**src/rtl/nic_sched_pkg.sv**
```systemverilog
// Shared types for nic_access_scheduler.
// State, last-service encoding and NIC register map.
package nic_sched_pkg;

  typedef enum logic [2:0] {
    IDLE,
    POLL_IN,
    READ_IN,
    POLL_OUT,
    WRITE_OUT
  } state_t;

  typedef enum logic {
    SVC_RX = 1'b0,
    SVC_TX = 1'b1
  } svc_t;

  localparam logic [1:0] NIC_ADDR_IN_BUF   = 2'b00;
  localparam logic [1:0] NIC_ADDR_IN_STAT  = 2'b01;
  localparam logic [1:0] NIC_ADDR_OUT_BUF  = 2'b10;
  localparam logic [1:0] NIC_ADDR_OUT_STAT = 2'b11;

endpackage

```
**src/rtl/rr_arbiter.sv**
```systemverilog
// Combinational round-robin pick: first set request
// at or after ptr, wrapping; the parent owns ptr.
module rr_arbiter #(
  parameter int NUM_REQ = 4,
  localparam int IW = $clog2(NUM_REQ)
) (
  input  logic [NUM_REQ-1:0] req,
  input  logic [IW-1:0]      ptr,
  output logic [IW-1:0]      win_idx,
  output logic               any
);

  logic [IW-1:0] idx;

  // scan from farthest to nearest so the nearest wins
  always_comb begin
    win_idx = '0;
    any     = 1'b0;
    idx     = '0;
    for (int k = NUM_REQ - 1; k >= 0; k--) begin
      idx = IW'((int'(ptr) + k) % NUM_REQ);
      if (req[idx]) begin
        win_idx = idx;
        any     = 1'b1;
      end
    end
  end

endmodule

```
**src/rtl/nic_access_scheduler.sv**
```systemverilog
// Sole master of the NIC register port: rx drain + RR tx.
// Optional stats counters: NIC_SCHED_STATS_EN.
module nic_access_scheduler
  import nic_sched_pkg::*;
#(
  parameter int NUM_REQ = 4,
  parameter int DATA_W  = 64,
  localparam int IW = $clog2(NUM_REQ)
) (
  input  logic                      clk,
  input  logic                      reset,
  input  logic [NUM_REQ-1:0]        req_valid,
  input  logic [NUM_REQ*DATA_W-1:0] req_data,
  output logic [NUM_REQ-1:0]        req_ready,
  output logic                      rx_valid,
  output logic [DATA_W-1:0]         rx_data,
  input  logic                      rx_ready,
  output logic [1:0]                nic_addr,
  output logic [DATA_W-1:0]         nic_d_in,
  input  logic [DATA_W-1:0]         nic_d_out,
  output logic                      nic_en,
  output logic                      nic_en_wr
`ifdef NIC_SCHED_STATS_EN
  ,
  output logic [15:0]               tx_count,
  output logic [15:0]               rx_count
`endif
);

  state_t        state;
  svc_t          last_svc;
  logic [IW-1:0] rr_ptr;
  logic [IW-1:0] win_idx;
  logic [IW-1:0] arb_idx;
  logic          arb_any;
  logic          rx_ok;

  logic [DATA_W-1:0] req_word [NUM_REQ];

  for (genvar i = 0; i < NUM_REQ; i++) begin : g_word
    assign req_word[i] = req_data[i*DATA_W +: DATA_W];
  end

  rr_arbiter #(
    .NUM_REQ (NUM_REQ)
  ) u_arb (
    .req     (req_valid),
    .ptr     (rr_ptr),
    .win_idx (arb_idx),
    .any     (arb_any)
  );

  assign rx_ok = !rx_valid;

  // scheduler FSM plus rx slot
  always_ff @(posedge clk or posedge reset) begin
    if (reset) begin
      state    <= IDLE;
      last_svc <= SVC_TX;
      rr_ptr   <= '0;
      win_idx  <= '0;
      rx_valid <= 1'b0;
      rx_data  <= '0;
    end else begin
      if (rx_valid && rx_ready) rx_valid <= 1'b0;
      unique case (state)
        IDLE: begin
          if (rx_ok && (last_svc == SVC_TX || !arb_any)) begin
            state <= POLL_IN;
          end else if (arb_any) begin
            win_idx <= arb_idx;
            state   <= POLL_OUT;
          end
        end
        POLL_IN: begin
          if (nic_d_out[0]) begin
            state <= READ_IN;
          end else begin
            last_svc <= SVC_RX;
            state    <= IDLE;
          end
        end
        READ_IN: begin
          rx_data  <= nic_d_out;
          rx_valid <= 1'b1;
          last_svc <= SVC_RX;
          state    <= IDLE;
        end
        POLL_OUT: begin
          if (!nic_d_out[0] && req_valid[win_idx]) begin
            state <= WRITE_OUT;
          end else begin
            last_svc <= SVC_TX;
            state    <= IDLE;
          end
        end
        WRITE_OUT: begin
          rr_ptr   <= (win_idx == IW'(NUM_REQ - 1)) ?
                      '0 : win_idx + 1'b1;
          last_svc <= SVC_TX;
          state    <= IDLE;
        end
        default: state <= IDLE;
      endcase
    end
  end

  // NIC pins and ready pulse decoded from state only
  always_comb begin
    nic_en    = 1'b0;
    nic_en_wr = 1'b0;
    nic_addr  = NIC_ADDR_IN_BUF;
    nic_d_in  = '0;
    req_ready = '0;
    unique case (1'b1)
      (state == POLL_IN): begin
        nic_en   = 1'b1;
        nic_addr = NIC_ADDR_IN_STAT;
      end
      (state == READ_IN): begin
        nic_en   = 1'b1;
        nic_addr = NIC_ADDR_IN_BUF;
      end
      (state == POLL_OUT): begin
        nic_en   = 1'b1;
        nic_addr = NIC_ADDR_OUT_STAT;
      end
      (state == WRITE_OUT): begin
        nic_en             = 1'b1;
        nic_en_wr          = 1'b1;
        nic_addr           = NIC_ADDR_OUT_BUF;
        nic_d_in           = req_word[win_idx];
        req_ready[win_idx] = 1'b1;
      end
      default: ;
    endcase
  end

`ifdef NIC_SCHED_STATS_EN
  // wrapping transfer counters
  always_ff @(posedge clk or posedge reset) begin
    if (reset) begin
      tx_count <= '0;
      rx_count <= '0;
    end else begin
      if (state == WRITE_OUT) tx_count <= tx_count + 16'd1;
      if (state == READ_IN)   rx_count <= rx_count + 16'd1;
    end
  end
`endif

endmodule

```
**config.mk**
```make
export PLATFORM = sky130hd
export DESIGN_NAME = nic_access_scheduler
export DESIGN_NICKNAME = d
export VERILOG_FILES = /design/src/rtl/nic_sched_pkg.sv /design/src/rtl/rr_arbiter.sv /design/src/rtl/nic_access_scheduler.sv
export SDC_FILE = /design/constraint.sdc
export NUM_CORES = 1
export LEC_CHECK = 0
export BUFFER_PORTS_ARGS = -buffer_cell sky130_fd_sc_hd__buf_4
export CORE_AREA = 4 4 178 180
export DETAILED_ROUTE_END_ITERATION = 10
export DIE_AREA = 0 0 182 184
export PLACE_DENSITY = 0.55
export RECOVER_POWER = 100
export SETUP_SLACK_MARGIN = 0.05
export SYNTH_ARGS = -nofsm -noshare
export SYNTH_HDL_FRONTEND = slang
export SYNTH_SLANG_ARGS = --single-unit
```
**constraint.sdc**
```tcl
create_clock -name clk -period 2.43 [get_ports clk]
set_input_delay 0.486 -clock clk [delete_from_list [all_inputs] [get_ports clk]]
set_output_delay 0.486 -clock clk [all_outputs]
set_load 0.02 [all_outputs]
```
==> impl_metrics.env, run 1 <==
export IMPL_skew_ps=12.0
export IMPL_dp_cells=1193
export IMPL_cts_tree="built"
export IMPL_clock_latency_ps=340
export IMPL_synth_area_sq_um=4980
export IMPL_fmax_mhz=406
export IMPL_portBuffers=463
export IMPL_synth_edff_count=0
export IMPL_grtUsageTotal_pct=14.9
export IMPL_synth_cell_types=37
export IMPL_synthMuxAreaShare_pct=43.9
export IMPL_initial_core_util_pct=16.5
export IMPL_die_area_sq_um=33500
export IMPL_antenna_found_initial=9
export IMPL_post_route_period_util_pct=101
export IMPL_grt_setup_unrepaired="yes"
export IMPL_area_growth_syn_to_layout_pct=94.9
export IMPL_critPathBufInv=3
export IMPL_core_area_sq_um=30200
export IMPL_synthArstFlopShare_pct=100
export IMPL_synth_warning_count=0
export IMPL_antenna_left=0
export IMPL_place_area_sq_um=8930
export IMPL_syn_area_per_cell_sq_um=13.8
export IMPL_route_vias_total=5292
export IMPL_ys_ff_latch=73
export IMPL_synth_top_family_by_area="multiplexers"
export IMPL_die_y_microns=184
export IMPL_cap_violations=0
export IMPL_cts_htree_levels=3
export IMPL_cp_arrival_ps=1980
export IMPL_final_util_pct=32.1
export IMPL_relSlewSlack_pct=36.5
export IMPL_finalSetupViolCount=13
export IMPL_ys_seq_area_share_pct=36.7
export IMPL_std_cell_rows=64
export IMPL_cpMaxStageDelayCell="mux4_2"
export IMPL_synth_top_cells_by_area="dfrtp_1 (36%), mux4_2 (29%), mux2_2 (14%), and3_1 (8.5%), buf_4 (1.4%)"
export IMPL_syn_nets=691
export IMPL_crit_chain="buf_12 -> buf_16 -> mux4_2 -> and3_4 -> buf_6"
export IMPL_drive_above_1_share_pct=75.7
export IMPL_critPathMaxStageDelay_ps=530
export IMPL_ys_flop_type="dfrtp_1"
export IMPL_synth_top_area_share_pct=36.2
export IMPL_drv_slew=0
export IMPL_clk_pin_slew_ps=70
export IMPL_synth_xor_xnor_area_share_pct=0.176
export IMPL_hold_viol=0
export IMPL_syn_instance_count=360
export IMPL_final_nets=1152
export IMPL_power_leakage_nw=4.35
export IMPL_crit_family="multiplexers"
export IMPL_period_minus_slack_ps=2460
export IMPL_worstSetupEndpointType="primary output"
export IMPL_setup_tns_ps=-160
export IMPL_vias_per_cell=4.31
export IMPL_hpwlAfterDp_microns=21900
export IMPL_drt_total_wl_microns=27000
export IMPL_clockBufferDepth=2
export IMPL_cts_root_buf="clkbuf_16"
export IMPL_die_w_microns=182
export IMPL_grt_pass1_wl_microns=37300
export IMPL_drt_iter0_drc=137
export IMPL_grt_start_max_net_pins=74
export IMPL_finalWorstSetupSlack_ps=-32.7
export IMPL_synth_simple_area_share_pct=11.0
export IMPL_worst_path_max_fanout=7
export IMPL_worstPathRequired_ps=1940
export IMPL_synth_compound_area_share_pct=2.39
export IMPL_drc_errors=0
export IMPL_fill_cells=3133
export IMPL_timing_hold_ws_ps=262
export IMPL_outcome="complete, but fails checks"
export IMPL_synth_common_cells="dfrtp_1 (72), and3_1 (68), mux2_2 (64), mux4_2 (64), clkbuf_1 (16)"
export IMPL_yosysTopAreaCell="dfrtp_1"
export IMPL_dr_pass1_iters=5
export IMPL_crit_type="register to primary output"
export IMPL_yosysMostFrequentCell="dfrtp_1"
export IMPL_gp_congestion=0.894
export IMPL_irDropWorstVdd_mv=0.566
export IMPL_ios=464
export IMPL_numCtsBuffers=9
export IMPL_place_ws_ps=181
export IMPL_p_total_mw=9.10
export IMPL_cts_sinks=73
export IMPL_worst_setup_path_start_kind="register"
export IMPL_p_per_area_nw_per_um2=938
export IMPL_synth_fa_ha_area_share_pct=1.01
export IMPL_failed_checks="negative setup slack"
export IMPL_tightest_slew_ps=952
export IMPL_grt_pass1_vias=5691
export IMPL_design_area_sq_um=9700
export IMPL_post_drt_wl_per_cell_microns=22.0
export IMPL_fin_cells=1228
export IMPL_overflow=0
export IMPL_hp_class="primary input to async pin"
final cells by class:
class | count | area (sq um) | share of cell area (%)
repair buffers | 487 | 3850 | 39.7
multi-input cells | 243 | 3180 | 32.7
flip-flops and latches | 73 | 1830 | 18.9
well taps | 396 | 495 | 5.11
clock buffers | 10 | 239 | 2.46
clock inverters | 6 | 65.1 | 0.671
inverters | 7 | 26.3 | 0.271
diodes | 6 | 15.0 | 0.155
path summary, 6_finish.rpt:
path	slack [ps]	startpoint	cells past startpoint	to
hold / removal	260	reset	3	rx_data[59]
hold reg to reg	510	rx_data[5]	1	rx_data[5]
min in group clk	330	rx_ready	2	rx_valid
setup reg to reg	290	state[2]	3	rx_data[61]
max in group asynchronous	1830	reset	3	rx_data[43]
setup / recovery	-30	win_idx[0]	5	nic_d_in[42]
placed cells by master, fill, tap and decap left out, types with 3 or more instances in the layout:
master,netlist,final
dfrtp_1,72,70
buf_4,9,348
mux4_2,64,64
diode_2,0,6
mux2_2,64,64
and3_4,0,51
clkbuf_1,16,66
nand2_1,8,8
buf_12,0,8
buf_6,1,55
ha_1,4,3
a21oi_1,3,3
inv_1,6,5
buf_16,0,3
o21ai_0,3,3
and3_1,68,17
clkbuf_16,0,13
nor2b_1,5,5
cells by family (layout without fill, tap and decap cells):
group | after synthesis | count (layout)
XOR/XNOR | 1 | 1
adder cells (fa/ha/maj) | 4 | 4
flip-flops | 73 | 73
AO/OA/AOI/OAI | 16 | 16
multiplexers | 130 | 130
AND/OR/NAND/NOR | 92 | 92
buffers and inverters | 44 | 510
other | 0 | 6
what timing repair did:
action / in CTS / in global routing
gates cloned: 1 / 4
setup endpoints to repair: 58 / 64
hold buffers: 0 / 0
resized for setup: 33 / 83
buffers inserted: 7 / 1
pin swaps: 0 / 0
worst register-to-register path: stages (launching register included):
cell and delay [ps]:
dfrtp_1 550, nor3_2 230, clkbuf_4 740, mux2_2 510
sequential cells by signal, summed over array words and instances, names as in the netlist:
signal	cells
rx_valid	1
state	3
rr_ptr	2
last_svc	1
win_idx	2
rx_data	64
routing by layer:
metal	wire (microns)	global-route usage, %	part of all wire (%)	up-vias
li1	-	-	-	2349
met1	9780	16.6	36	2641
met2	14300	26.2	53	264
met3	2350	5.07	8.7	32
met4	557	6.06	2.1	6
met5	47	0	0.17	-
report_power, final:
group	switching [mW]	total [mW]	internal, mW	leakage, nW
sequential	0.367	2.22	1.85	0.862
clock	0.549	1.37	0.825	0.149
combinational	2.74	5.51	2.77	3.34
total	3.66	9.10	5.45	4.35
Note: power is estimated with default switching activity, not from simulation.
==> inputs of run 2 (changes only) <==
--- a/config.mk
+++ b/config.mk
@@ -6,12 +6,13 @@
 export NUM_CORES = 1
 export LEC_CHECK = 0
 export BUFFER_PORTS_ARGS = -buffer_cell sky130_fd_sc_hd__buf_4
-export CORE_AREA = 4 4 178 180
+export CORE_AREA = 4 4 179 181
 export DETAILED_ROUTE_END_ITERATION = 10
-export DIE_AREA = 0 0 182 184
+export DIE_AREA = 0 0 183 185
 export PLACE_DENSITY = 0.55
 export RECOVER_POWER = 100
 export SETUP_SLACK_MARGIN = 0.05
 export SYNTH_ARGS = -nofsm -noshare
 export SYNTH_HDL_FRONTEND = slang
+export SYNTH_HIERARCHICAL = 1
 export SYNTH_SLANG_ARGS = --single-unit
==> impl_metrics.env, run 2 <==
export IMPL_outcome="completed"
export IMPL_syn_area_per_cell_sq_um=14.3
export IMPL_yosysMostFrequentCell="dfrtp_1"
export IMPL_route_vias_total=5202
export IMPL_gp_congestion=0.927
export IMPL_area_growth_syn_to_layout_pct=92.9
export IMPL_power_leakage_nw=4.40
export IMPL_drv_slew=0
export IMPL_grt_pass1_vias=5665
export IMPL_design_area_sq_um=9710
export IMPL_initial_core_util_pct=16.5
export IMPL_ys_ff_latch=73
export IMPL_grtUsageTotal_pct=14.5
export IMPL_grt_start_max_net_pins=62
export IMPL_finalSetupViolCount=0
export IMPL_place_area_sq_um=8950
export IMPL_die_w_microns=183
export IMPL_cp_arrival_ps=1920
export IMPL_crit_chain="buf_8 -> buf_12 -> mux4_2 -> and2_4 -> buf_6"
export IMPL_portBuffers=463
export IMPL_ys_flop_type="dfrtp_1"
export IMPL_worstPathRequired_ps=1940
export IMPL_period_minus_slack_ps=2410
export IMPL_fmax_mhz=415
export IMPL_layout_common_cells="buf_4 (334), dfrtp_1 (69), clkbuf_1 (67)"
export IMPL_relSlewSlack_pct=41.9
export IMPL_fill_cells=3132
export IMPL_top_register="rx_data"
export IMPL_worstSetupEndpointType="primary output"
export IMPL_drt_iter0_drc=118
export IMPL_grt_setup_unrepaired="yes"
export IMPL_syn_nets=684
export IMPL_worst_path_max_fanout=8
export IMPL_hpwlAfterDp_microns=21600
export IMPL_yosysTopAreaCell="dfrtp_1"
export IMPL_clock_latency_ps=330
export IMPL_worst_setup_path_start_kind="register"
export IMPL_drt_total_wl_microns=26700
export IMPL_synth_warning_count=6
export IMPL_skew_ps=6.13
export IMPL_post_route_period_util_pct=99.1
export IMPL_numCtsBuffers=9
export IMPL_cts_tree="built"
export IMPL_synth_common_cells="dfrtp_1 (72), and2_1 (69), mux4_2 (65), mux2_2 (56), buf_2 (16)"
export IMPL_rrSetupSlack_ps=140
export IMPL_cap_violations=0
export IMPL_layout_commonest_cell="buf_4"
export IMPL_synth_cell_types=37
export IMPL_die_area_sq_um=33900
export IMPL_setup_tns_ps=0
export IMPL_critPathBufInv=3
export IMPL_irDropWorstVdd_mv=0.526
export IMPL_final_util_pct=31.9
export IMPL_clk_pin_slew_ps=60
export IMPL_ys_seq_area_share_pct=36.3
export IMPL_clockBufferDepth=2
export IMPL_synth_top_area_share_pct=35.8
export IMPL_vias_per_cell=4.23
export IMPL_crit_family="multiplexers"
export IMPL_synth_top_cells_by_area="dfrtp_1 (36%), mux4_2 (29%), mux2_2 (13%), and2_1 (8.6%), mux2_1 (2.2%)"
export IMPL_drc_errors=0
export IMPL_critPathMaxStageDelay_ps=530
export IMPL_core_area_sq_um=30400
export IMPL_drive_above_1_share_pct=76.3
export IMPL_overflow=0
export IMPL_ios=464
export IMPL_hold_viol=0
export IMPL_dr_pass1_iters=5
export IMPL_p_per_area_nw_per_um2=914
export IMPL_std_cell_rows=64
export IMPL_cts_htree_levels=3
export IMPL_cts_hold_buffers=0
export IMPL_synthArstFlopShare_pct=100
export IMPL_largest_reg_flops=64
export IMPL_crit_type="register to primary output"
export IMPL_synth_area_sq_um=5030
export IMPL_grt_pass1_wl_microns=36800
export IMPL_antenna_left=0
export IMPL_top_regs="rx_data (64), state (3)"
export IMPL_cpMaxStageDelayCell="mux4_2"
export IMPL_antenna_found_initial=8
export IMPL_synth_edff_count=0
export IMPL_final_nets=1154
export IMPL_post_drt_wl_per_cell_microns=21.7
export IMPL_cts_sinks=73
export IMPL_tightest_slew_ps=872
export IMPL_cts_root_buf="clkbuf_16"
export IMPL_hp_class="primary input to async pin"
export IMPL_syn_instance_count=353
export IMPL_die_y_microns=185
run 2: per-stage QoR:
step / total power [mW] / cells / hold WS (ps) / worst slack, ps
after floorplan: 5.57 / 353 / 500 / 92.4
after global placement: 7.47 / 1191 / 469 / 229
after detailed placement: 7.54 / 1191 / 476 / 207
after CTS: 9.42 / 1218 / 196 / -59.6
after global routing: 9.52 / 1230 / 359 / -36.4
final: 8.88 / 1230 / 324 / 21.0
run 2: cells by family (layout without fill, tap and decap cells):
| kind of cell | after synthesis | count (layout) | synth area share (%) |
|---|---|---|---|
| other | 0 | 6 | 0 |
| multiplexers | 132 | 132 | 44.0 |
| adder cells (fa/ha/maj) | 4 | 4 | 0.994 |
| AO/OA/AOI/OAI | 10 | 10 | 1.52 |
| flip-flops | 73 | 73 | 36.3 |
| AND/OR/NAND/NOR | 96 | 96 | 11.4 |
| buffers and inverters | 37 | 512 | 5.54 |
| XOR/XNOR | 1 | 1 | 0.174 |
run 2: what timing repair did:
action	4_1_cts	5_1_grt
pin swaps	11	52
setup buffers	7	3
endpoints found under the hold margin	0	0
endpoints found under the setup margin	59	68
resized for setup	70	76
gates cloned	4	4
run 2: area by class of cell:
type | instances | area (sq um) | area share (%)
clock inverter | 7 | 70.1 | 0.721
clock buffer | 9 | 225 | 2.32
sequential | 73 | 1840 | 18.9
tap | 396 | 495 | 5.10
timing repair buffer | 490 | 3950 | 40.7
antenna | 6 | 15.0 | 0.155
inverter | 6 | 30.0 | 0.309
multi-input combinational | 243 | 3090 | 31.8
run 2: final timing paths:
kind | cells past startpoint | start | endpoint
setup / recovery | 5 | win_idx[0] | nic_d_in[42]
hold / removal | 2 | reset | rx_data[10]
setup reg to reg | 4 | state[2] | rx_data[62]
hold reg to reg | 1 | rx_data[41] | rx_data[41]
max in group asynchronous | 3 | reset | rx_data[0]
min in group clk | 2 | nic_d_out[41] | rx_data[41]
run 2: worst register-to-register path: cells and delay by family (launching register included):
kind / cells / cell delay [ps]
DFF: 1 / 470
and+or+nand+nor: 2 / 490
buffers and inverters: 1 / 740
muxes: 1 / 490
run 2: power by group:
group | internal [mW] | switching (mW)
sequential | 1.85 | 0.422
clock | 0.795 | 0.538
combinational | 2.80 | 2.48
total | 5.44 | 3.44
run 2: metal layers:
metal  global-route usage [%]  wire (microns)  vias to the layer above  part of all wire [%]
met5                        0              27                        -                  0.10
met4                     5.75             881                        4                   3.3
met3                     4.97            2740                       37                    10
met2                     26.0           13800                      315                    52
met1                     15.8            9220                     2569                    35
li1                         -               -                     2277                     -
==> inputs of run 3 (changes only) <==
--- a/config.mk
+++ b/config.mk
@@ -6,10 +6,10 @@
 export NUM_CORES = 1
 export LEC_CHECK = 0
 export BUFFER_PORTS_ARGS = -buffer_cell sky130_fd_sc_hd__buf_4
-export CORE_AREA = 4 4 179 181
+export CORE_AREA = 4 4 177 179
 export DETAILED_ROUTE_END_ITERATION = 10
-export DIE_AREA = 0 0 183 185
-export PLACE_DENSITY = 0.55
+export DIE_AREA = 0 0 181 183
+export PLACE_DENSITY = 0.54
 export RECOVER_POWER = 100
 export SETUP_SLACK_MARGIN = 0.05
 export SYNTH_ARGS = -nofsm -noshare
==> constraint.sdc (replaced) <==
create_clock -name clk -period 2.68 [get_ports clk]
set_input_delay 0.536 -clock clk [delete_from_list [all_inputs] [get_ports clk]]
set_output_delay 0.536 -clock clk [all_outputs]
set_load 0.02 [all_outputs]
==> impl_metrics.env, run 3 (synthesis results as in run 2) <==
export IMPL_ios=464
export IMPL_vias_per_cell=4.16
export IMPL_clk_pin_slew_ps=60
export IMPL_layout_common_cells="buf_4 (372), clkbuf_1 (72), dfrtp_1 (70)"
export IMPL_portBuffers=463
export IMPL_crit_type="register to primary output"
export IMPL_clockBufferDepth=2
export IMPL_worstPathRequired_ps=2140
export IMPL_die_w_microns=181
export IMPL_top_regs="rx_data (64), state (3)"
export IMPL_core_area_sq_um=29600
export IMPL_cap_violations=1
export IMPL_rrSetupSlack_ps=350
export IMPL_initial_core_util_pct=17.0
export IMPL_cts_root_buf="clkbuf_16"
export IMPL_cp_arrival_ps=2020
export IMPL_drv_slew=38
export IMPL_cts_tree="built"
export IMPL_largest_reg_flops=64
export IMPL_post_drt_wl_per_cell_microns=21.5
export IMPL_hp_class="primary input to register"
export IMPL_route_vias_total=5015
export IMPL_period_minus_slack_ps=2560
export IMPL_setup_tns_ps=0
export IMPL_hpwlAfterDp_microns=22100
export IMPL_p_per_area_nw_per_um2=857
export IMPL_grt_start_max_net_pins=64
export IMPL_finalSetupViolCount=0
export IMPL_clock_latency_ps=330
export IMPL_tightest_slew_ps=1850
export IMPL_drt_total_wl_microns=25900
export IMPL_outcome="complete, but fails checks"
export IMPL_numCtsBuffers=9
export IMPL_grt_setup_unrepaired="no"
export IMPL_die_area_sq_um=33100
export IMPL_die_y_microns=183
export IMPL_area_growth_syn_to_layout_pct=78.0
export IMPL_gp_congestion=0.912
export IMPL_antenna_found_initial=8
export IMPL_post_cts_setup_buffers=0
export IMPL_relSlewSlack_pct=-24.3
export IMPL_worst_path_max_fanout=63
export IMPL_std_cell_rows=63
export IMPL_overflow=0
export IMPL_skew_ps=7.74
export IMPL_cts_resized=0
export IMPL_failed_checks="max-capacitance violations, max-slew violations"
export IMPL_drive_above_1_share_pct=67.1
export IMPL_grt_pass1_vias=5520
export IMPL_antenna_left=0
export IMPL_layout_commonest_cell="buf_4"
export IMPL_cts_sinks=73
export IMPL_cts_htree_levels=3
export IMPL_power_leakage_nw=4.09
export IMPL_cts_hold_buffers=0
export IMPL_worstSetupEndpointType="primary output"
export IMPL_fmax_mhz=391
export IMPL_irDropWorstVdd_mv=0.562
export IMPL_hold_viol=0
export IMPL_dr_pass1_iters=4
export IMPL_worst_setup_path_start_kind="register"
export IMPL_p_total_mw=7.68
export IMPL_drt_iter0_drc=161
export IMPL_top_register="rx_data"
export IMPL_post_route_period_util_pct=95.5
export IMPL_grt_pass1_wl_microns=36500
export IMPL_drc_errors=0
export IMPL_grtUsageTotal_pct=14.7
export IMPL_final_nets=1138
==> run 3: cell count changes in the layout (fill, tap and decap cells not counted), sizes merged <==
cell / delta
diode: -1
bufinv: +2
clkbuf: +18
buf: -34
clkinv: -1
inv: -2
==> run 3: final cells by class <==
cell class              count  area (sq um)
repair buffers            474          3340
well taps                 390           488
diodes                      5          12.5
flip-flops and latches     73          1840
clock inverters             6           116
inverters                   6          25.0
fillers                  3103         20600
clock buffers               9           225
multi-input cells         243          2930
==> run 3: through the flow <==
step / worst slack (ps) / instances / instance area [sq um] / util [%] / hold slack, ps
global route: 33.8 / 1206 / 8960 / 30.3 / 403
finish: 120 / 1206 / 8960 / 30.3 / 418
floorplan: 292 / 353 / 5030 / - / 500
global placement: 494 / 1186 / 8940 / 30.2 / 470
detailed placement: 485 / 1186 / 8940 / 30.2 / 476
CTS: 111 / 1201 / 9280 / 31.4 / 321
==> run 3: path summary, 6_finish.rpt <==
path	from	end	cells past startpoint
worst max-delay path	state[0]	nic_d_in[7]	5
worst max register to register	state[2]	rx_data[48]	5
max in group asynchronous	reset	win_idx[1]	2
min in group asynchronous	reset	rx_data[17]	2
worst min register to register	rx_data[41]	rx_data[41]	1
worst min-delay path	nic_d_out[38]	rx_data[38]	2
==> run 3: layer usage <==
metal | global-route usage (%) | share of wire (%)
met5 | 0 | 0.12
met4 | 5.16 | 2.2
met3 | 5.26 | 9.2
met2 | 25.8 | 51
met1 | 16.7 | 37
==> run 3: worst max-delay path, cell delays in order, from the launching register on <==
cell and delay [ps]:
dfrtp_1 460, or3b_1 490, clkinv_2 100, buf_12 220, and2_1 210, buf_4 150
==> run 3: power breakdown <==
part	switching [mW]	internal (mW)	total, mW
sequential	0.363	1.68	2.04
clock	0.486	0.911	1.40
combinational	2.12	2.12	4.24
